$ cat src/rtl/core_sequencer.sv
// Multi-cycle control sequencer for the RV32 core: FETCH/DECODE/EXEC/MEM/WB strobes,
// wait-state handling with bus timeout, illegal-instruction trap, halt/resume and perf counters.
module core_sequencer #(
  parameter int MEM_TIMEOUT = 255,
  parameter int TO_WIDTH    = 8,
  parameter int CNT_WIDTH   = 64
) (
  input  logic                 clk,
  input  logic                 rst,
  input  logic                 mem_ready,
  input  logic                 illegal_instr,
  input  logic                 is_load,
  input  logic                 is_store,
  input  logic                 halt_req,
  input  logic                 trap_ack,
  output logic                 fetch_en,
  output logic                 decode_en,
  output logic                 exec_en,
  output logic                 wb_en,
  output logic                 mem_ren,
  output logic                 mem_wen,
  output logic                 data_phase,
  output logic                 trap,
  output logic [2:0]           trap_cause,
  output logic                 halted,
  output logic [2:0]           state,
  output logic [CNT_WIDTH-1:0] cycle_cnt,
  output logic [CNT_WIDTH-1:0] instret_cnt
);

  typedef enum logic [2:0] {
    S_NONE   = 3'd0,
    S_FETCH  = 3'd1,
    S_DECODE = 3'd2,
    S_EXEC   = 3'd3,
    S_MEM    = 3'd4,
    S_WB     = 3'd5,
    S_TRAP   = 3'd6,
    S_HALT   = 3'd7
  } state_t;

  localparam logic [TO_WIDTH-1:0]  TIMEOUT_VAL = TO_WIDTH'(MEM_TIMEOUT);
  localparam logic [TO_WIDTH-1:0]  WAIT_ONE    = 1;
  localparam logic [CNT_WIDTH-1:0] CNT_ONE     = 1;

  state_t              state_reg;
  state_t              state_next;
  state_t              fetch_target;
  logic [TO_WIDTH-1:0] wait_reg;
  logic                load_reg;
  logic                load_next;
  logic [2:0]          cause_next;
  logic                retire;
  logic                timeout;
  logic                waiting;

  assign state = state_reg;

  always_comb begin
    state_next   = state_reg;
    load_next    = load_reg;
    cause_next   = trap_cause;
    retire       = 1'b0;
    // Any path back to FETCH is diverted to HALT at an instruction boundary.
    fetch_target = halt_req ? S_HALT : S_FETCH;
    timeout      = (MEM_TIMEOUT != 0) && (wait_reg == TIMEOUT_VAL) && !mem_ready;
    case (state_reg)
      S_NONE:   state_next = fetch_target;
      S_FETCH: begin
        if (mem_ready) begin
          state_next = S_DECODE;
        end else if (timeout) begin
          state_next = S_TRAP;
          cause_next = 3'd1;
        end
      end
      S_DECODE: begin
        if (illegal_instr) begin
          state_next = S_TRAP;
          cause_next = 3'd2;
        end else begin
          state_next = S_EXEC;
        end
      end
      S_EXEC: begin
        if (is_load || is_store) begin
          state_next = S_MEM;
          load_next  = is_load;
        end else begin
          state_next = fetch_target;
          retire     = 1'b1;
        end
      end
      S_MEM: begin
        if (mem_ready) begin
          if (load_reg) begin
            state_next = S_WB;
          end else begin
            state_next = fetch_target;
            retire     = 1'b1;
          end
        end else if (timeout) begin
          state_next = S_TRAP;
          cause_next = load_reg ? 3'd3 : 3'd4;
        end
      end
      S_WB: begin
        state_next = fetch_target;
        retire     = 1'b1;
      end
      S_TRAP: begin
        if (trap_ack) begin
          state_next = fetch_target;
          cause_next = 3'd0;
        end
      end
      S_HALT: begin
        if (!halt_req) state_next = S_FETCH;
      end
      default:  state_next = S_NONE;
    endcase
  end

  // A wait is a FETCH or MEM cycle that holds in place; every entry restarts the count.
  assign waiting = (state_next == state_reg) && ((state_reg == S_FETCH) || (state_reg == S_MEM));

  always_ff @(posedge clk) begin
    if (rst) begin
      state_reg   <= S_NONE;
      wait_reg    <= '0;
      load_reg    <= 1'b0;
      fetch_en    <= 1'b0;
      decode_en   <= 1'b0;
      exec_en     <= 1'b0;
      wb_en       <= 1'b0;
      mem_ren     <= 1'b0;
      mem_wen     <= 1'b0;
      data_phase  <= 1'b0;
      trap        <= 1'b0;
      trap_cause  <= 3'd0;
      halted      <= 1'b0;
      cycle_cnt   <= '0;
      instret_cnt <= '0;
    end else begin
      state_reg   <= state_next;
      wait_reg    <= waiting ? wait_reg + WAIT_ONE : '0;
      load_reg    <= load_next;
      fetch_en    <= (state_next == S_FETCH);
      decode_en   <= (state_next == S_DECODE);
      exec_en     <= (state_next == S_EXEC);
      wb_en       <= (state_next == S_WB);
      mem_ren     <= (state_next == S_FETCH) || ((state_next == S_MEM) && load_next);
      mem_wen     <= (state_next == S_MEM) && !load_next;
      data_phase  <= (state_next == S_MEM);
      trap        <= (state_next == S_TRAP);
      trap_cause  <= cause_next;
      halted      <= (state_next == S_HALT);
      cycle_cnt   <= cycle_cnt + CNT_ONE;
      if (retire) instret_cnt <= instret_cnt + CNT_ONE;
    end
  end

endmodule

$ cat config.mk
export PLATFORM = sky130hd
export DESIGN_NAME = core_sequencer
export DESIGN_NICKNAME = d
export VERILOG_FILES = /design/src/rtl/core_sequencer.sv
export SDC_FILE = /design/constraint.sdc
export NUM_CORES = 1
export LEC_CHECK = 0
export CAP_MARGIN = 20
export CORE_MARGIN = 2
export CORE_UTILIZATION = 26
export CTS_BUF_LIST = sky130_fd_sc_hd__clkbuf_4 sky130_fd_sc_hd__clkbuf_8
export CTS_CLUSTER_SIZE = 25
export DETAILED_ROUTE_END_ITERATION = 8
export DONT_BUFFER_PORTS = 1
export HOLD_SLACK_MARGIN = 0.05
export PLACE_DENSITY = 0.41
export SYNTH_ARGS = -nofsm -noshare
export SYNTH_HDL_FRONTEND = slang
export SYNTH_SLANG_ARGS = --single-unit
$ cat constraint.sdc
create_clock -name clk -period 3.28 [get_ports clk]
set_input_delay 0.656 -clock clk [delete_from_list [all_inputs] [get_ports clk]]
set_output_delay 0.656 -clock clk [all_outputs]
set_load 0.02 [all_outputs]
==> metrics.txt <==
maxcap violations 0; Iteration-0 DRC Markers 382; Avg Cell Area, Syn 8.31 µm²; Tcrit/Tclk final 0.797; Hold WS 0.266 ns; DRT Pass-1 Iters 5; Synth Flop Type dfxtp_1; Min-Delay Startpoint rst; share of cells above drive strength 1 0.0835; worst hold path depth 1; Std-Cell Rows 61; final RePlAce weighted congestion 0.752; Yosys reg bits 152; Hold Buf Count CTS 0; Tmin final 2.62 ns; Async SR Flop Fraction 0; clock latency on the worst-skew pair 0.46 ns; Clock Skew 0.0213 ns; Num CTS Buffers 17; Worst setup SP type register; FF-to-FF End instret_cnt[39]; All-Layer GR Usage 0.145; Final Max Tran Viols 0; post-CTS sizing 0; post-synthesis cell type count 57; TNS Setup 0 ns; min setup slack post-route 0.665 ns; setup bufs post-CTS 0; Net count, final 896; status completed; via count 6,600; drc violations 0; Vias/cell 5.17; RSZ-0062 raised after global routing no; Tightest Pin Transition 0.854 ns; Hold Violations, Final 0; worst r2r src instret_cnt[25]; number of antenna violations at the first check in global routing 0; Fillers 3,055; largest cells by area after synthesis dfxtp_1 (41%), a21oi_1 (6.0%), xnor2_1 (4.7%), nor2_1 (3.9%), nand4_1 (3.7%); Die H 172 µm; Initial Util 0.264; core region area 0.0278 mm²; Setup WS pre-CTS 0.633 ns; crit path kind reg2reg; Multi-input gate area 0.00404 mm²; die area 0.0296 mm²; Max FO, Critical Path 30; power per cell area 486 mW/mm²; cell area after synthesis 0.00734 mm²; clock root cell clkbuf_8; Synth top cells by count dfxtp_1 (152), a21oi_1 (88), nor2_1 (76); I/O Buffers 0; synthesis-to-finish area growth 12.2%; share of the synthesized area in the top cell type 0.415; largest net degree at the start of global routing 139; routed length per placed instance 16.8 µm; Critical Path AT 2.99 ns; Max Fclk 382 MHz; total wire length 21.4 mm; Reg2Reg Setup Slack 0.66 ns; required time of the worst setup path 3.66 ns; Die X 172 µm; antenna-violating nets left 0; Yosys top cell by area dfxtp_1; ant diodes 0; total congestion overflow 0; Yosys warnings 0; Detail Placement HPWL 14.8 mm; CP Capture Type register; I/O pin cnt 151; final setup fails 0; vias in the first global route 6,015; Worst-path clk slew 0.09 ns; Slew headroom 0.431; CTS max path bufs 2; R2R depth 6; hold path endpoint state[1]; count leader, synth dfxtp_1; leakage 2.40 nW; Syn Inst Count 883; Worst Hold Class in2reg; CTS Sinks 152; first-pass GRT wire length 34.1 mm; total area of sequential cells 0.00304 mm²; Max IR drop VDD 0.175 mV; post-synth net total 894; H-tree levels 4; EDFF count, synth 0; CTS tree built; Seq/Total Area, Yosys 0.415
## cell usage in the layout, fill, tap and decap left out, types with 3 or more instances in the layout
master | synthesis | layout
xnor2_1 | 39 | 39
or4_1 | 35 | 35
nand4b_1 | 3 | 3
nand2_1 | 50 | 50
nor2_1 | 76 | 76
and4_1 | 16 | 16
nand3_1 | 48 | 48
nor4_1 | 25 | 25
clkbuf_8 | 0 | 18
o31ai_1 | 33 | 33
xor2_1 | 18 | 18
dfxtp_1 | 152 | 152
clkinv_4 | 0 | 4
a21oi_1 | 88 | 88
inv_6 | 0 | 3
and3_1 | 18 | 18
and2_1 | 9 | 9
clkinvlp_4 | 0 | 3
o21ai_0 | 11 | 11
or3_1 | 41 | 41
buf_4 | 0 | 31
nand2b_1 | 7 | 7
nand4_1 | 44 | 44
o2111ai_1 | 4 | 4
nor3_1 | 16 | 16
nor2b_1 | 4 | 4
nand3b_1 | 4 | 4
inv_1 | 19 | 19
o21ai_1 | 34 | 34
and3b_1 | 3 | 3
ha_1 | 3 | 3
## per-stage QoR
step / total power (W) / area, µm² / utilization / instances
floorplan: 0.00250 / 7340 / - / 883
global placement: 0.00262 / 7860 / 0.283 / 1244
detailed placement: 0.00262 / 7860 / 0.283 / 1244
CTS: 0.00409 / 8240 / 0.297 / 1276
global route: 0.00424 / 8240 / 0.297 / 1276
finish: 0.00400 / 8240 / 0.297 / 1276
## critical path, cell delays in order (launching register included)
cell	delay [ns]
dfxtp_1	0.57
nand4_2	0.22
nor4_4	0.30
buf_4	0.21
nand3_2	0.43
or4_1	0.66
a21oi_1	0.15
## how the worst max path moves through the flow
stage	cells past startpoint	to	slack, ns	start
5_1_grt	6	instret_cnt[42]	0.39	instret_cnt[25]
3_3_place_gp	5	instret_cnt[61]	0.69	mem_ready
3_5_place_dp	5	instret_cnt[55]	0.63	mem_ready
4_1_cts	6	instret_cnt[39]	0.66	instret_cnt[25]
2_1_floorplan	6	instret_cnt[49]	1.09	mem_ready
6_report	6	instret_cnt[39]	0.66	instret_cnt[25]
## area by class of cell
class / count / area share
tap: 378 / 0.0574
multi-input combinational: 664 / 0.490
inverter: 19 / 0.00866
clock inverter: 12 / 0.0144
timing repair buffer: 31 / 0.0283
sequential: 152 / 0.369
clock buffer: 20 / 0.0319
## routing by layer
layer,track usage,vias up,share of wire
met2,0.214,141,0.43
met4,0.0486,0,0.015
met3,0.0474,17,0.063
li1,-,3299,-
met1,0.199,3143,0.49
met5,0,-,0
## cells by family after synthesis
family	count (synthesis)	synth area share
AOI/OAI and AO/OA	184	0.147
xor gates and xnor gates	57	0.0680
adders and majority gates	3	0.00511
buffers and inverters	67	0.0356
DFF	152	0.415
muxes	3	0.00426
and+or+nand+nor	417	0.325
## power by group
group          leakage [nW]  internal (W)  switching (W)
clock                 0.187      0.000647       0.000787
sequential             1.23       0.00192       0.000130
combinational         0.986      0.000195       0.000330
(Power assumes the default switching activity.)
